**config.mk**
```make
export PLATFORM = sky130hd
export DESIGN_NAME = hht_dot_sequencer_flat
export DESIGN_NICKNAME = d
export VERILOG_FILES = /design/src/rtl/hht_dot_sequencer_if.sv /design/src/rtl/hht_dot_sequencer.sv /design/src/flat_wrapper.sv
export SDC_FILE = /design/constraint.sdc
export NUM_CORES = 2
export LEC_CHECK = 0
export CORE_MARGIN = 2
export CORE_UTILIZATION = 50
export CTS_BUF_LIST = sky130_fd_sc_hd__clkbuf_16
export DETAILED_ROUTE_END_ITERATION = 6
export PLACE_DENSITY = 0.75
export SKIP_CTS_REPAIR_TIMING = 1
export SKIP_LAST_GASP = 1
export SLEW_MARGIN = 0
export SYNTH_ARGS = -nofsm -noshare
export SYNTH_HDL_FRONTEND = slang
export SYNTH_SLANG_ARGS = --single-unit
```
**constraint.sdc**
```tcl
create_clock -name Clk -period 9.8 [get_ports Clk]
set_input_delay 1.47 -clock Clk [delete_from_list [all_inputs] [get_ports Clk]]
set_output_delay 1.47 -clock Clk [all_outputs]
set_load 0.005 [all_outputs]
```
**src/rtl/hht_dot_sequencer_if.sv**
```systemverilog
// Read-port pair and result handshake between the dot-product sequencer and its environment.
interface hht_dot_sequencer_if #(
    parameter int unsigned DW = 32,
    parameter int unsigned AW = 32
);
    logic [AW-1:0]   addr1;
    logic [AW-1:0]   addr2;
    logic [DW-1:0]   dataIn1;
    logic [DW-1:0]   dataIn2;
    logic            rd_en;
    logic [2*DW-1:0] res_data;
    logic [15:0]     res_idx;
    logic            res_valid;
    logic            res_ready;

    modport master (
        output addr1, addr2, rd_en, res_data, res_idx, res_valid,
        input  dataIn1, dataIn2, res_ready
    );

    modport slave (
        input  addr1, addr2, rd_en, res_data, res_idx, res_valid,
        output dataIn1, dataIn2, res_ready
    );
endinterface

```
**src/rtl/hht_dot_sequencer.sv**
```systemverilog
// Streams a column against a repeating v vector, emitting one dot product per vsize-word segment.
module hht_dot_sequencer #(
    parameter int unsigned DW = 32,
    parameter int unsigned AW = 32
) (
    input  logic                  Clk,
    input  logic                  Rst,
    input  logic                  start,
    input  logic [AW-1:0]         wdata_col_base,
    input  logic [AW-1:0]         v_values_base,
    input  logic [31:0]           csize,
    input  logic [31:0]           vsize,
    output logic                  busy,
    output logic                  done,
    hht_dot_sequencer_if.master   bus
);
    localparam int unsigned PW = 2 * DW;

    typedef enum logic [1:0] {StIdle, StFetch, StOut, StFin} state_e;

    state_e        state_q, state_d;
    logic [AW-1:0] col_base_q, col_base_d, v_base_q, v_base_d;
    logic [31:0]   csize_q, csize_d, vsize_q, vsize_d;
    logic [31:0]   col_ptr_q, col_ptr_d, v_ptr_q, v_ptr_d;
    logic [PW-1:0] acc_q, acc_d;
    logic [15:0]   res_idx_q, res_idx_d;
    logic [AW-1:0] addr1_q, addr1_d, addr2_q, addr2_d;

    logic [AW-1:0] fetch_addr1, fetch_addr2;
    logic [PW-1:0] prod;
    logic          seg_end;

    assign fetch_addr1 = col_base_q + AW'(col_ptr_q);
    assign fetch_addr2 = v_base_q + AW'(v_ptr_q);
    assign prod        = PW'(bus.dataIn1) * PW'(bus.dataIn2);
    assign seg_end     = (v_ptr_q == vsize_q - 32'd1) || (col_ptr_q == csize_q - 32'd1);

    always_ff @(posedge Clk or negedge Rst) begin
        if (!Rst) begin
            state_q <= StIdle;
        end else begin
            state_q <= state_d;
        end
    end

    always_comb begin
        state_d = state_q;
        case (state_q)
            StIdle: begin
                if (start) begin
                    state_d = (csize == 32'd0 || vsize == 32'd0) ? StFin : StFetch;
                end
            end
            StFetch: begin
                if (seg_end) state_d = StOut;
            end
            StOut: begin
                if (bus.res_ready) state_d = (col_ptr_q < csize_q) ? StFetch : StFin;
            end
            StFin:   state_d = StIdle;
            default: state_d = StIdle;
        endcase
    end

    always_comb begin
        busy          = (state_q != StIdle);
        done          = (state_q == StFin);
        bus.rd_en     = (state_q == StFetch);
        bus.res_valid = (state_q == StOut);
        // Addresses hold the last fetched location whenever no read is in flight.
        bus.addr1     = (state_q == StFetch) ? fetch_addr1 : addr1_q;
        bus.addr2     = (state_q == StFetch) ? fetch_addr2 : addr2_q;
        bus.res_data  = acc_q;
        bus.res_idx   = res_idx_q;
    end

    always_comb begin
        col_base_d = col_base_q;
        v_base_d   = v_base_q;
        csize_d    = csize_q;
        vsize_d    = vsize_q;
        col_ptr_d  = col_ptr_q;
        v_ptr_d    = v_ptr_q;
        acc_d      = acc_q;
        res_idx_d  = res_idx_q;
        addr1_d    = addr1_q;
        addr2_d    = addr2_q;
        case (state_q)
            StIdle: begin
                if (start) begin
                    col_base_d = wdata_col_base;
                    v_base_d   = v_values_base;
                    csize_d    = csize;
                    vsize_d    = vsize;
                    col_ptr_d  = '0;
                    v_ptr_d    = '0;
                    acc_d      = '0;
                    res_idx_d  = '0;
                end
            end
            StFetch: begin
                acc_d     = acc_q + prod;
                col_ptr_d = col_ptr_q + 32'd1;
                v_ptr_d   = v_ptr_q + 32'd1;
                addr1_d   = fetch_addr1;
                addr2_d   = fetch_addr2;
            end
            StOut: begin
                if (bus.res_ready) begin
                    acc_d     = '0;
                    v_ptr_d   = '0;
                    res_idx_d = res_idx_q + 16'd1;
                end
            end
            default: ;
        endcase
    end

    always_ff @(posedge Clk or negedge Rst) begin
        if (!Rst) begin
            col_base_q <= '0;
            v_base_q   <= '0;
            csize_q    <= '0;
            vsize_q    <= '0;
            col_ptr_q  <= '0;
            v_ptr_q    <= '0;
            acc_q      <= '0;
            res_idx_q  <= '0;
            addr1_q    <= '0;
            addr2_q    <= '0;
        end else begin
            col_base_q <= col_base_d;
            v_base_q   <= v_base_d;
            csize_q    <= csize_d;
            vsize_q    <= vsize_d;
            col_ptr_q  <= col_ptr_d;
            v_ptr_q    <= v_ptr_d;
            acc_q      <= acc_d;
            res_idx_q  <= res_idx_d;
            addr1_q    <= addr1_d;
            addr2_q    <= addr2_d;
        end
    end
endmodule

```
**src/flat_wrapper.sv**
```systemverilog
// flat-port wrapper written by rule: the top's interface ports become plain ports
module hht_dot_sequencer_flat 
#(
    parameter int unsigned DW = 32,
    parameter int unsigned AW = 32
)
  (Clk, Rst, start, wdata_col_base, v_values_base, csize, vsize, busy, done, bus_addr1, bus_addr2, bus_rd_en, bus_res_data, bus_res_idx, bus_res_valid, bus_dataIn1, bus_dataIn2, bus_res_ready);
  hht_dot_sequencer_if #(.DW(DW), .AW(AW)) bus_i ();
  input  logic Clk;
  input  logic Rst;
  input  logic start;
  input  logic [AW-1:0] wdata_col_base;
  input  logic [AW-1:0] v_values_base;
  input  logic [31:0] csize;
  input  logic [31:0] vsize;
  output logic busy;
  output logic done;
  output wire logic [$bits(bus_i.addr1)-1:0] bus_addr1;
  output wire logic [$bits(bus_i.addr2)-1:0] bus_addr2;
  output wire logic [$bits(bus_i.rd_en)-1:0] bus_rd_en;
  output wire logic [$bits(bus_i.res_data)-1:0] bus_res_data;
  output wire logic [$bits(bus_i.res_idx)-1:0] bus_res_idx;
  output wire logic [$bits(bus_i.res_valid)-1:0] bus_res_valid;
  input wire logic [$bits(bus_i.dataIn1)-1:0] bus_dataIn1;
  input wire logic [$bits(bus_i.dataIn2)-1:0] bus_dataIn2;
  input wire logic [$bits(bus_i.res_ready)-1:0] bus_res_ready;
  assign bus_addr1 = bus_i.addr1;
  assign bus_addr2 = bus_i.addr2;
  assign bus_rd_en = bus_i.rd_en;
  assign bus_res_data = bus_i.res_data;
  assign bus_res_idx = bus_i.res_idx;
  assign bus_res_valid = bus_i.res_valid;
  assign bus_i.dataIn1 = bus_dataIn1;
  assign bus_i.dataIn2 = bus_dataIn2;
  assign bus_i.res_ready = bus_res_ready;
  hht_dot_sequencer #(.DW(DW), .AW(AW)) u_core (.Clk(Clk), .Rst(Rst), .start(start), .wdata_col_base(wdata_col_base), .v_values_base(v_values_base), .csize(csize), .vsize(vsize), .busy(busy), .done(done), .bus(bus_i));
endmodule
```
== Word level (Yosys, flattened, before mapping) ==
Cells that the tools add are included.
Word-level totals
  flip-flop bits (word level): 338
  input bits: 196
  output and inout port bits: 148
  logic and storage cells: 61
Operators by class
  add/sub/neg operators: 8
  $mul: 1
  $lt $le $gt $ge: 1
  equal/unequal tests: 8
  multiplexer cells: 18
  reduce and logical (&&, ||, !) cells: 14
Operators with widths (number)
  case mux 64 bit (3 select lines): 1
  two-way mux 32 bit: 4
  two-way mux 64 bit: 2
  case mux 32 bit (3 select lines): 1
  adder 32 x 1 -> 32 bit (second input constant): 2
  adder 32 bit: 2
  adder 64 bit: 1
  equality test 32 bit: 2
  logical NOT 32 bit: 2
  multiplier 32 x 32 -> 64 bit: 1
  case mux 32 bit (2 select lines): 1
  subtractor 32 x 1 -> 32 bit (second input constant): 2
  less-than comparator 32 bit: 1
  two-way mux 16 bit: 2
  case mux 16 bit (2 select lines): 1
  adder 16 x 1 -> 16 bit (second input constant): 1
  two-way mux 2 bit: 5
  AND reduction 3 bit: 3
  case mux 2 bit (4 select lines): 1
  nonzero test 2 bit: 3
  equality test 2 bit (second input constant): 2
  inequality test 2 x 1 -> 1 bit (second input constant): 2
  AND reduction 2 bit: 2
  nonzero test 3 bit: 1
  4 further kinds: 5

== Depth between registers and ports, before layout ==
  word-level depth: 5
  gate-level depth with buffers: 30
  gate-level depth less buffers: 28

== Worst setup path before layout ==
No wires, ideal clock.
  path type: in2reg
  start point: input port bus_dataIn2[0]
  end point: register u_core.acc_q[60], in the netlist u_core.bus.res_data[60]
  library setup time: 0.069 ns
  arrival time: 8.370 ns
  data required time: 9.731 ns
  path slack: 1.362 ns
  cell stages on the path: 27
  buffers on the path: 2
  path through: clkbuf_1 > nand2_1 > fa_1 > fa_1 > inv_1 > fa_1 > inv_1 > fa_1 > inv_1 > fa_1 > fa_1 > fa_1 > inv_1 > fa_1 > inv_1 > ha_1 > clkbuf_1 > inv_1 > nor3_1 > a21oi_1 > o21ai_0 > a21oi_1 > o21a_1 > o21ai_0 > a211oi_1 > or4_1 > nand3_1
On the way
  word-level cells in the longest chain between the ends: 3
RTL lines
  start, declared: RTL line flat_wrapper.sv:25  | input wire logic [$bits(bus_i.dataIn2)-1:0] bus_dataIn2;
  multiplier 32 x 32 -> 64 bit: RTL line hht_dot_sequencer.sv:35  | assign prod = PW'(bus.dataIn1) * PW'(bus.dataIn2);
  adder 64 bit: RTL line hht_dot_sequencer.sv:102  | acc_d = acc_q + prod;
  case mux 64 bit (3 select lines): RTL line hht_dot_sequencer.sv:88  | case (state_q)
  end signal, assigned: RTL line hht_dot_sequencer.sv:127  | acc_q <= '0;
  end signal, assigned: RTL line hht_dot_sequencer.sv:138  | acc_q <= acc_d;
  end, declared: RTL line hht_dot_sequencer.sv:25  | logic [PW-1:0] acc_q, acc_d;
Every way passes these cells.
A chain may end at the register's enable or synchronous reset.

== Final worst setup path ==
  start point: input port bus_dataIn2[4]
  end point: register u_core.acc_q[51], in the netlist u_core.bus.res_data[51]
Same word-level chain as after synthesis.

==> impl_results.md <==
* Outcome: finished, final reports clean
* Via-per-instance ratio at 5.42
* Synth Area in Adders at 0.440
* Final WL at 145000 µm
* Worst Setup End Kind: flop
* Final Hold Vio Count at 0
* Share of layout cells above drive strength 1 at 0.0365
* Crit path max fanout at 11
* DRC viols at 0
* Top Usage Layer GRT: met2
* Nets at 7780
* Final worst slack at 0.360 ns
* Die Height at 331 µm
* Rows at 119
* Sequential share of the synthesized area at 0.158
* Synth Area in Compound Gates at 0.0773
* EDFF count, synth at 0
* CTS max path bufs at 3
* Die area at 110000 µm²
* Cts bufs inserted at 36
* Clock transition at path regs at 0.06 ns
* Drt pass-1 iters at 7
* Clk Latency, worst-skew pair at 0.57 ns
* Initial Util at 0.506
* Storage element area at 8460 µm²
* Total clock sinks at 338
* Met1 Use GR at 0.373
* Fillers at 9331
* Ys flop type: dfrtp_1
* CP max-delay cell: clkdlybuf4s50_1
* Met3 usage at 0.0534
* Simple-Gate Fraction of Synth Area at 0.182
* Gr usage total at 0.273
* H-tree depth at 2
* Post-DP HPWL at 121000 µm
* Crit-path most repeated cell: fa_1
* Antenna viol nets, final at 0
* # IOs at 344
* Layout area overhead at 12.5%
* Drt wl/cell at 18.8 µm
* Synth top area share at 0.360
* Fmax at 106 MHz
* First-pass GRT wire length at 237000 µm
* Largest family of logic cells by synthesized area: adder cells
* Syn Nets at 7560
* Root Driver: clkbuf_16
* M2 GR Usage at 0.446
* Slew @ Worst Pin at 1.09 ns
* WP data required at 10.20 ns
* Vias in the first global route at 44200
* Synth Warn # at 0
* Setup violators final at 0
* Crit Path Class: primary input to flop
* Global route overflow at 0
* Vias at 41700
* Crit start category: primary input
* Setup Skew at 0.0340 ns
* Pre-CTS setup slack at -0.0661 ns
* Synthesized area at 53500 µm²
* Core area at 106000 µm²
* Unrepaired setup endpoints after global routing: false
* Count leader, synth: inv_1
* Cell taking the most area after synthesis: fa_1
* Iteration-0 DRC Markers at 2892
* Post-synth top cells: 1139 x inv_1, 1087 x nand2_1, 961 x fa_1
* Max-cap violation count at 0
* TritonCTS clock tree: done
* Post-placement cell count at 7634
* Multi-input gate area at 39600 µm²
* Avg Cell Area, Syn at 8.82 µm²
* Crit path time final at 9.44 ns
* XOR/XNOR Fraction of Synth Area at 0.0385
* Initial antenna violation count at 7
* #FFs+latches synth at 338
* Worst Hold Class: flop to flop
* Synth top area cells: fa_1 36%, dfrtp_1 16%, ha_1 8.0%, inv_1 8.0%, nand2_1 7.6%
* Slew margin rel. at 0.265
* Critical path arrival at 9.84 ns
* Non-Filler Instances at 7700
* Pins Over Slew Limit at 0
* Synth async-reset ratio at 1.00
* Mux contribution to synthesized area at 0.00250
* GPL Wtd Cong at 0.920
* Final worst-path cycle share at 0.963
* Gate Count Post-Synth at 6061
* DIE WIDTH at 331 µm
* Netlist cell types at 73
* Largest net degree at the start of global routing at 172
* I/O Buffers at 343
* Max stage delay on crit path at 0.72 ns
-- flip-flops by register name (all words and copies together), names as in the netlist --
name and count:
u_core.addr2_q 32, u_core.col_ptr_q 32, u_core.state_q 2, u_core.v_ptr_q 32
u_core.bus.res_idx 16, u_core.v_base_q 32, u_core.addr1_q 32, u_core.vsize_q 32
u_core.csize_q 32, u_core.col_base_q 32, u_core.bus.res_data 64
-- placed cells by master, fill, tap and decap left out, types with 22 or more instances in the layout --
cell,synthesis,routed
inv_1,1139,1140
nand2_1,1087,1086
fa_1,961,961
and2_1,463,462
ha_1,342,342
clkdlybuf4s50_1,0,342
dfrtp_1,338,338
o21ai_0,227,227
nor2_1,150,150
a21oi_1,128,127
buf_4,0,127
xnor2_1,119,119
xor2_1,116,116
nand3_1,102,102
a21o_1,87,87
nor3_1,45,45
nand4_1,43,43
o22ai_1,36,36
clkbuf_16,0,36
nor4_1,34,34
and3_1,30,30
nand2b_1,23,22
-- logic make-up after synthesis --
family,count (synthesis)
and+or+nand+nor,2064
buffers and inverters,1446
adders and majority gates,1303
AOI/OAI and AO/OA,662
DFF,338
xor gates and xnor gates,235
muxes,13
-- metrics by stage --
step / hold WS, ns / util / area, µm² / TNS [ns]
finish: 0.476 / 0.569 / 60100 / 0
floorplan: 0.450 / - / 53500 / 0
CTS: 0.482 / 0.569 / 60100 / 0
global placement: 0.456 / 0.556 / 58800 / 0
detailed placement: 0.466 / 0.556 / 58800 / -0.0661
global route: 0.498 / 0.569 / 60100 / 0
-- cell type report --
type / count / area share
Antenna cell: 4 / 0.000166
Timing Repair Buffer: 488 / 0.0790
Inverter: 1140 / 0.0712
Tap cell: 1391 / 0.0289
Clock inverter: 26 / 0.00651
Multi-Input combinational cell: 4277 / 0.659
Clock buffer: 36 / 0.0150
Sequential cell: 338 / 0.141
-- path summary, 6_finish.rpt --
path / start / to / slack (ns) / depth (start not counted)
worst max-delay path: bus_dataIn2[4] / u_core.bus.res_data[51] / 0.36 / 29
worst min-delay path: u_core.addr1_q[0] / u_core.addr1_q[0] / 0.48 / 2
worst max register to register: u_core.bus.res_data[21] / u_core.bus.res_data[51] / 1.74 / 26
worst min register to register: u_core.addr1_q[0] / u_core.addr1_q[0] / 0.48 / 2
max in group asynchronous: Rst / u_core.addr1_q[6] / 7.19 / 2
min in group asynchronous: Rst / u_core.bus.res_data[56] / 1.04 / 1
-- layer usage --
layer  up-vias  routed length, µm
met2      1568              67700
met4         6               4200
met1     20900              61300
met5         -                 37
met3       249              11900
li1      19000                  -
-- worst max-delay path, delay by kind of cell --
| family | cells | cell delay [ns] |
|---|---|---|
| AND/OR/NAND/NOR | 2 | 0.25 |
| buffers and inverters | 9 | 1.60 |
| XOR/XNOR | 1 | 0.19 |
| adder cells (fa/ha/maj) | 9 | 4.36 |
| AO/OA/AOI/OAI | 8 | 1.98 |
Power is left out: the tool's default activity adds up to more than one toggle a clock period on the data nets, which glitch-free logic cannot reach.
